[src/rtl/mips_lsu_pkg.sv]
// Shared encodings for the MIPS load/store unit: access sizes, FSM states, byte-enable constants.
package mips_lsu_pkg;
    localparam logic [1:0] SZ_BYTE = 2'b00;
    localparam logic [1:0] SZ_HALF = 2'b01;
    localparam logic [1:0] SZ_WORD = 2'b10;
    localparam logic [3:0] BE_ALL  = 4'b1111;

    typedef enum logic [1:0] {
        S_IDLE = 2'd0,
        S_ACC  = 2'd1,
        S_RESP = 2'd2
    } lsu_state_t;

    // Reserved size is treated like a word for alignment purposes.
    function automatic logic misaligned(input logic [1:0] size, input logic [1:0] off);
        return (size == SZ_HALF && off[0]) || (size[1] && off != 2'b00);
    endfunction
endpackage

[src/rtl/lsu_lane_align.sv]
// Combinational lane steering: byte enables and replicated store data,
// plus load extraction and sign/zero extension from the memory read word.
module lsu_lane_align
    import mips_lsu_pkg::*;
(
    input  logic [1:0]  size,
    input  logic [1:0]  addr_lo,
    input  logic        sgn,
    input  logic [31:0] wdata,
    input  logic [31:0] dout,
    output logic [3:0]  be,
    output logic [31:0] din,
    output logic [31:0] rdata
);
    logic [7:0]  b;
    logic [15:0] h;

    always_comb begin
        b     = dout[{addr_lo, 3'b000} +: 8];
        h     = addr_lo[1] ? dout[31:16] : dout[15:0];
        be    = BE_ALL;
        din   = wdata;
        rdata = dout;
        case (size)
            SZ_BYTE: begin
                be    = 4'b0001 << addr_lo;
                din   = {4{wdata[7:0]}};
                rdata = {{24{sgn & b[7]}}, b};
            end
            SZ_HALF: begin
                be    = addr_lo[1] ? 4'b1100 : 4'b0011;
                din   = {2{wdata[15:0]}};
                rdata = {{16{sgn & h[15]}}, h};
            end
            default: ;
        endcase
    end
endmodule

[src/rtl/mips_lsu.sv]
// Load/store initiator for word-addressed data memory: IDLE -> ACC -> RESP per access.
// Define ALIGN_CHECK_EN to suppress and flag misaligned half/word accesses via resp_err.
module mips_lsu
    import mips_lsu_pkg::*;
#(
    parameter int AW = 13,
    parameter int DW = 32
) (
    input  logic          Clk,
    input  logic          Reset,
    input  logic          req_valid,
    output logic          req_ready,
    input  logic          req_we,
    input  logic [1:0]    req_size,
    input  logic          req_signed,
    input  logic [DW-1:0] req_addr,
    input  logic [DW-1:0] req_wdata,
    output logic          resp_valid,
    input  logic          resp_ready,
    output logic [DW-1:0] resp_rdata,
    output logic          resp_err,
    output logic [AW-1:0] A,
    output logic [DW-1:0] Din,
    output logic [3:0]    BE,
    output logic          We,
    input  logic [DW-1:0] Dout
);
    lsu_state_t    state;
    logic          we_q, sgn_q, mis_q;
    logic [1:0]    size_q;
    logic [AW+1:0] addr_q;
    logic          mis_req;
    logic [1:0]    al_size, al_lo;
    logic [3:0]    al_be;
    logic [DW-1:0] al_din, al_rdata;
    logic          unused_addr;

    assign unused_addr = ^req_addr[DW-1:AW+2];
    assign A = addr_q[AW+1:2];

`ifdef ALIGN_CHECK_EN
    assign mis_req = misaligned(req_size, req_addr[1:0]);
`else
    assign mis_req = 1'b0;
`endif

    // One aligner serves both phases: request fields in IDLE (to register BE/Din),
    // latched fields in ACC (to extract the load result).
    assign al_size = (state == S_IDLE) ? req_size      : size_q;
    assign al_lo   = (state == S_IDLE) ? req_addr[1:0] : addr_q[1:0];

    lsu_lane_align u_align (
        .size    (al_size),
        .addr_lo (al_lo),
        .sgn     (sgn_q),
        .wdata   (req_wdata),
        .dout    (Dout),
        .be      (al_be),
        .din     (al_din),
        .rdata   (al_rdata)
    );

    always_ff @(posedge Clk or posedge Reset) begin
        if (Reset) begin
            state      <= S_IDLE;
            req_ready  <= 1'b1;
            resp_valid <= 1'b0;
            resp_rdata <= '0;
            resp_err   <= 1'b0;
            addr_q     <= '0;
            Din        <= '0;
            BE         <= '0;
            We         <= 1'b0;
            we_q       <= 1'b0;
            sgn_q      <= 1'b0;
            mis_q      <= 1'b0;
            size_q     <= SZ_BYTE;
        end else begin
            case (state)
                S_IDLE: if (req_valid) begin
                    state     <= S_ACC;
                    req_ready <= 1'b0;
                    we_q      <= req_we;
                    sgn_q     <= req_signed;
                    size_q    <= req_size;
                    mis_q     <= mis_req;
                    addr_q    <= req_addr[AW+1:0];
                    Din       <= al_din;
                    BE        <= mis_req ? 4'b0000 : al_be;
                    We        <= req_we & ~mis_req;
                end
                S_ACC: begin
                    state      <= S_RESP;
                    We         <= 1'b0;
                    resp_valid <= 1'b1;
                    resp_rdata <= (we_q || mis_q) ? '0 : al_rdata;
                    resp_err   <= mis_q;
                end
                S_RESP: if (resp_ready) begin
                    state      <= S_IDLE;
                    resp_valid <= 1'b0;
                    req_ready  <= 1'b1;
                end
                default: state <= S_IDLE;
            endcase
        end
    end
endmodule
[config.mk]
export PLATFORM = sky130hd
export DESIGN_NAME = mips_lsu
export DESIGN_NICKNAME = d
export VERILOG_FILES = /design/src/rtl/mips_lsu_pkg.sv /design/src/rtl/lsu_lane_align.sv /design/src/rtl/mips_lsu.sv
export SDC_FILE = /design/constraint.sdc
export NUM_CORES = 1
export LEC_CHECK = 0
export ABC_AREA = 1
export ABC_CLOCK_PERIOD_IN_PS = 4040
export BUFFER_PORTS_ARGS = -buffer_cell sky130_fd_sc_hd__buf_4
export CAP_MARGIN = 0
export CORE_MARGIN = 8
export CORE_UTILIZATION = 47
export CTS_BUF_LIST = sky130_fd_sc_hd__clkbuf_16
export DETAILED_ROUTE_END_ITERATION = 8
export PLACE_DENSITY = 0.85
export REMOVE_ABC_BUFFERS = 1
export SKIP_CTS_REPAIR_TIMING = 1
export SYNTH_ARGS = -nofsm -noshare
export SYNTH_HDL_FRONTEND = slang
export SYNTH_HIERARCHICAL = 1
export SYNTH_SLANG_ARGS = --single-unit
[constraint.sdc]
create_clock -name Clk -period 4.04 [get_ports Clk]
set_clock_uncertainty 0.05 [all_clocks]
set_input_delay 0 -clock Clk [delete_from_list [all_inputs] [get_ports Clk]]
set_output_delay 0 -clock Clk [all_outputs]
set_load 0.01 [all_outputs]
**After elaboration in Yosys (flattened, before gate mapping)**

Index checks and enable logic that the tools add are counted.

- Word-level logic and storage cells: 48
- Output and inout port bits: 85
- Input port bits: 104
- Flip-flop bits (word level): 92

- Reduce and logical (&&, ||, !) cells: 10
- Equality and inequality tests: 5
- Bitwise operators: 2
- Shift-type cells: 2
- Multiplexer cells: 18

Operators by type and width:

| cell | number |
|---|---|
| $pmux 32 s2 | 2 |
| $mux 32 | 1 |
| $shiftx 32x6->8 | 1 |
| $mux 16 | 1 |
| $mux 2 | 4 |
| $pmux 4 s2 | 1 |
| $reduce_and 2->1 | 4 |
| $pmux 1 s2 | 3 |
| $pmux 2 s3 | 1 |
| $reduce_bool 2->1 | 3 |
| $eq 2x1->1 const B | 2 |
| $logic_not 2->1 | 2 |
| $mux 1 | 4 |
| $mux 4 | 1 |
| $ne 2x2->1 const B | 2 |
| $shl 1x2->4 const A | 1 |
| $reduce_and 3->1 | 1 |
| $and 1x1->1 | 2 |
| $eq 2x2->1 const B | 1 |

**Logic depth before layout (Yosys ltp)**

- Word-level depth: 6
- Gate-level depth with buffers: 16
- Gate-level depth less buffers: 13

**By module**

The synthesis kept the hierarchy.

Modules (own cells, without submodules):

| module | cells an instance | seq. area each (sq um) | area an instance (sq um) | times used |
|---|---|---|---|---|
| mips_lsu | 430 | 2303.5 | 3841.2 | 1 |
| lsu_lane_align | 227 | 0.0 | 1081.0 | 1 |

**Worst setup path before layout**

Ideal clock, no wire load.

- Path type: register to register
- From: register state[0]
- To: register resp_rdata[10]
- Arrival time: 1.803 ns
- Library setup time: 0.083 ns
- Slack: 2.104 ns
- Stages on the path, launching flop included: 17
- Path buffers: 3
- Clock period less this slack: 1.936 ns
- Data required time: 3.907 ns
- Cell sequence: dfrtp_1 buf_6 nor2_4 buf_2 nand2_1 nand2_1 buf_4 inv_4 nand2_4 inv_4 nand2_4 nand2_4 inv_2 nand2_1 nand3_1 nand2_1 o21ai_0

- Elaborated cells on any way between the ends: 11
- Those cells by class: 2 x eq/ne; 1 x shift; 5 x mux; 1 x bitwise; 2 x reduce/logical

RTL lines:

| element | RTL line | text |
|---|---|---|
| from (decl) | mips_lsu.sv:28 | `lsu_state_t state;` |
| from (signal assigned) | mips_lsu.sv:65 | `state <= S_IDLE;` |
| from (signal assigned) | mips_lsu.sv:81 | `state <= S_ACC;` |
| from (signal assigned) | mips_lsu.sv:93 | `state <= S_RESP;` |
| $logic_not 2->1 * | mips_lsu.sv:49 | `assign al_size = (state == S_IDLE) ? req_size : size_q;` |
| $mux 2 * | mips_lsu.sv:49 |  |
| net al_size[1] | mips_lsu.sv:33 | `logic [1:0] al_size, al_lo;` |
| $eq 2x1->1 or $logic_not 2->1 (tied branches) | lsu_lane_align.sv:24 | `case (size)` |
| $pmux 32 s2 * | lsu_lane_align.sv:24 |  |
| net al_rdata[10] | mips_lsu.sv:35 | `logic [DW-1:0] al_din, al_rdata;` |
| $mux 32 * | mips_lsu.sv:96 | `resp_rdata <= (we_q \|\| mis_q) ? '0 : al_rdata;` |
| to (signal assigned) | mips_lsu.sv:96 |  |
| to (decl) | mips_lsu.sv:20 | `output logic [DW-1:0] resp_rdata,` |

The timed path passes the listed nets; every way through them passes the cells marked *.
A chain may end at the register's enable or synchronous reset.

**Final worst setup path**

- From: register state[0]
- To: register resp_rdata[12]

- Word-level cells in the longest chain between the ends: 6
- Elaborated cells on any way between the ends: 11
- Those cells by class: 2 x eq/ne; 1 x shift; 5 x mux; 1 x bitwise; 2 x reduce/logical

Ends and longest elaborated chain:

| element | RTL line | text |
|---|---|---|
| $logic_not 2->1 | mips_lsu.sv:50 | `assign al_lo = (state == S_IDLE) ? req_addr[1:0] : addr_q[1:0];` |
| $mux 2 | mips_lsu.sv:50 |  |
| net al_lo[0] | mips_lsu.sv:33 |  |
| $shiftx 32x6->8 | lsu_lane_align.sv:19 | `b = dout[{addr_lo, 3'b000} +: 8];` |
| $and 1x1->1 | lsu_lane_align.sv:28 | `rdata = {{24{sgn & b[7]}}, b};` |
| $pmux 32 s2 | lsu_lane_align.sv:24 |  |
| net al_rdata[12] | mips_lsu.sv:35 |  |
| $mux 32 | mips_lsu.sv:96 |  |

The timed path passes the listed nets, and every way through them passes these cells.

==> flow_summary_export.csv <==
group,metric,value,unit
drt,drc,0,
synth,synthesis.yosys.warnings,6,
synth,yosys-mux-area-fraction,0,
die,fp.dieW,118,µm
drt,drt-initial-drc-count,558,
drt,wl,15600,µm
synth,synth_seq_cells,92,
setup_path,timing.critical_path.arrival,3.27,ns
setup_path,crit_path_start,"state[0]",
synth,syn_area,4920,µm²
grt,grt_overflow,0,
place,place_ws,0.969,ns
drt,routed_wire_length_per_instance,16.4,µm
final_layout,final_cell_area,6660,µm²
final_layout,area.growth.synth_to_final,35.4,%
timing,layout_worst_path_cycle_share,0.766,
timing,rsz0062_at_grt,"false",
run_status,run_status,"finished, violations left",
die,effective_utilization_at_floorplan,0.481,
synth,yosys_most_used_dff,"sky130_fd_sc_hd__dfrtp_1",
setup_path,worstPathCellList,"nor2_4 -> nand2_1 -> nand2_1 -> nand2_1 -> nand2_1 -> nand2_1 -> nand2_1 -> nand3_2 -> nand3_1 -> nand2_1 -> o21ai_0",
setup_path,critPathRequiredTime,4.22,ns
hold_path,hold_path_depth,5,
setup_path,register_to_register_setup_slack,0.95,ns
timing,report.final.setup_viol,0,
synth,synth-simple-area-share,0.359,
flow_run,max-cap-violations,0,
setup_path,crit_end_category,"flip-flop",
synth,synth_seq_area_share,0.468,
die,rows,37,
setup_path,critical_path.slowest_cell,"sky130_fd_sc_hd__nor2_4",
place,portBuffers,170,
synth,post_synth_inst_count,657,
drt,detail-route-antenna-nets,0,
clocking,cts.htree.levels,3,
power_and_ir_drop,share_clk_of_total_power,0.174,
power_and_ir_drop,vdd_ir_drop_max,359,µV
power_and_ir_drop,p_comb_frac,0.521,
power_and_ir_drop,seq_power_share,0.304,
drt,vias,5017,
final_layout,finish.net_count,918,
grt,antenna_violations_before_repair,0,
grt,largest_net_degree_at_the_start_of_global_routing,67,
timing,finalSetupTns,0,ns
synth,yosysUniqueCellTypes,22,
hold_path,hold_path.class,"in -> reg",
timing,fmax,0.323,GHz
hold_path,worst_hold_startpoint,"req_wdata[23]",
clocking,clock-root-buffer,"sky130_fd_sc_hd__clkbuf_16",
setup_path,worst-setup-path-type,"reg -> reg",
grt,grt_use_total,0.203,
timing,number_of_hold_slack_violations_in_the_final_timing_report,5,
die,num_io_pins,189,
clocking,path_clk_slew,0.07,ns
clocking,cts_buffers,9,
timing,final-max-slew-violation-count,0,
drt,drt_pass1_iterations,7,
synth,main_combinational_cell_family_by_area_after_synthesis,"simple AND/OR/NAND/NOR gates",
clocking,tritoncts_clock_tree,"built",
place,dp.final_hpwl,10000,µm
synth,yosys.area_share.xor_xnor,0,
synth,synth_edf_count,0,
final_layout,antenna-diode-count,0,
grt,first_pass_grt_wire_length,23400,µm
power_and_ir_drop,sw_frac_of_total,0.441,
run_status,failed_checks,"hold timing",
synth,syn-mean-instance-area,7.49,µm²
timing,fin_ws,0.947,ns
grt,vias_in_the_first_global_route,4684,
synth,synth-async-reset-ratio,1.00,
timing,worst_pin_slew,1.11,ns
setup_path,r2r-end,"resp_rdata[12]",
setup_path,worst_path_most_repeated_cell,"sky130_fd_sc_hd__nand2_1",
die,floorplan.die_area,14000,µm²
setup_path,reg2regPathDepth,11,
power_and_ir_drop,overall_power_after_layout,5.39,mW
power_and_ir_drop,p_switching,2.38,mW
place,place.gp.congestion,0.868,
place,postPlaceCellArea,5950,µm²
timing,slew_headroom,0.257,
timing,final_period_minus_worst_setup_slack,3.09,ns
clocking,ctsLongestPathBuffers,2,
setup_path,reg2reg_from,"state[0]",
synth,synth-compound-area-share,0.0630,
hold_path,hold_path_end,"Din[23]",
die,core_area,10200,µm²
clocking,clk_latency,0.33,ns
setup_path,critical-path-max-stage-delay,0.61,ns
setup_path,worstPathMaxFanout,31,
timing,final.hold.worst_slack,-0.0253,ns
die,chipHeight,118,µm
power_and_ir_drop,leakagePower,3.63,nW
final_layout,layout-drive-gt1-share,0.255,
clocking,cts.sinks,92,
synth,synth_area_in_adders,0,
power_and_ir_drop,internal_power,3.02,mW
setup_path,setup.worst_path.start_class,"flip-flop",
drt,detailed_route_vias_per_instance,5.25,
power_and_ir_drop,power.density,810,nW/µm²
## critical path, delay by kind of cell (launching register included)
kind / cells / cell delay [ns]
and+or+nand+nor: 10 / 2.25
DFF: 1 / 0.49
AOI/OAI and AO/OA: 1 / 0.19
## state kept, by name (all words and copies together), names as in the netlist
signal,flops
addr_q,15
state,2
BE,4
sgn_q,1
we_q,1
size_q,2
Din,32
req_ready,1
We,1
resp_rdata,32
resp_valid,1
## per-layer routing
layer	vias up	GRT usage	wire length, µm
met1	2332	0.255	6420
met5	-	0	0
met4	0	0.0633	290
met3	26	0.0871	1860
met2	273	0.309	7060
li1	2386	-	-
## cell type report
| type | instances | area (µm²) |
|---|---|---|
| fill | 850 | 3570 |
| clock inverter | 7 | 105 |
| sequential | 92 | 2300 |
| timing repair buffer | 211 | 1680 |
| tap | 136 | 170 |
| multi-input combinational | 478 | 2090 |
| inverter | 22 | 91.3 |
| clock buffer | 9 | 225 |
## cells by family after synthesis
kind of cell | after synthesis
AO/OA/AOI/OAI | 58
buffers and inverters | 87
flip-flops | 92
other | 1
AND/OR/NAND/NOR | 419
## how the worst max path moves through the flow
stage | to | slack, ns | cells after the start
floorplan | resp_rdata[10] | 1.11 | 13
global placement | resp_rdata[15] | 1.05 | 11
detailed placement | resp_rdata[12] | 0.97 | 11
CTS | resp_rdata[12] | 0.96 | 11
global route | resp_rdata[15] | 0.58 | 11
finish | resp_rdata[12] | 0.95 | 11
## stage by stage
step / utilization / std cells / hold slack [ns]
2_1_floorplan: - / 592 / 0.0572
3_3_place_gp: 0.582 / 901 / 0.0732
3_5_place_dp: 0.582 / 901 / 0.0777
4_1_cts: 0.614 / 917 / -0.287
5_1_grt: 0.651 / 955 / 0.00104
6_report: 0.651 / 955 / -0.0253
## placed cells by master (no fill, tap or decap), types with 2 or more instances in the layout
master | netlist | routed
sky130_fd_sc_hd__buf_4 | 29 | 173
sky130_fd_sc_hd__bufinv_16 | 0 | 2
sky130_fd_sc_hd__clkbuf_16 | 0 | 9
sky130_fd_sc_hd__dfrtp_1 | 91 | 91
sky130_fd_sc_hd__dlygate4sd3_1 | 0 | 38
sky130_fd_sc_hd__inv_1 | 15 | 14
sky130_fd_sc_hd__inv_2 | 4 | 4
sky130_fd_sc_hd__inv_4 | 3 | 3
sky130_fd_sc_hd__inv_6 | 0 | 3
sky130_fd_sc_hd__nand2_1 | 307 | 305
sky130_fd_sc_hd__nand2_2 | 1 | 3
sky130_fd_sc_hd__nand2_4 | 4 | 4
sky130_fd_sc_hd__nand3_1 | 103 | 103
sky130_fd_sc_hd__nor2_4 | 2 | 2
sky130_fd_sc_hd__o211ai_1 | 8 | 8
sky130_fd_sc_hd__o21ai_0 | 42 | 42
sky130_fd_sc_hd__o21ai_1 | 7 | 7
## synth_stat cells (2+ instances only)
library cell	number	area share
sky130_fd_sc_hd__nand2_1	307	0.23
sky130_fd_sc_hd__nand3_1	103	0.10
sky130_fd_sc_hd__dfrtp_1	91	0.46
sky130_fd_sc_hd__o21ai_0	42	0.043
sky130_fd_sc_hd__buf_4	29	0.044
sky130_fd_sc_hd__inv_1	15	0.011
sky130_fd_sc_hd__buf_2	14	0.014
sky130_fd_sc_hd__buf_6	10	0.023
sky130_fd_sc_hd__clkbuf_1	9	0.0069
sky130_fd_sc_hd__o211ai_1	8	0.012
sky130_fd_sc_hd__o21ai_1	7	0.0071
sky130_fd_sc_hd__inv_2	4	0.0030
sky130_fd_sc_hd__nand2_4	4	0.0092
sky130_fd_sc_hd__buf_1	3	0.0023
sky130_fd_sc_hd__inv_4	3	0.0038
sky130_fd_sc_hd__nor2_4	2	0.0046
## power groups by stage
stage | sequential (mW) | clock [mW] | combinational [mW]
6_report | 1.64 | 0.941 | 2.81
5_1_grt | 1.69 | 1.00 | 3.16
4_1_cts | 1.63 | 0.957 | 2.78
3_5_place_dp | 1.63 | 0 | 2.78
3_3_place_gp | 1.61 | 0 | 2.73
2_1_floorplan | 1.79 | 0 | 1.41
Note: power is estimated with default switching activity, not from simulation.
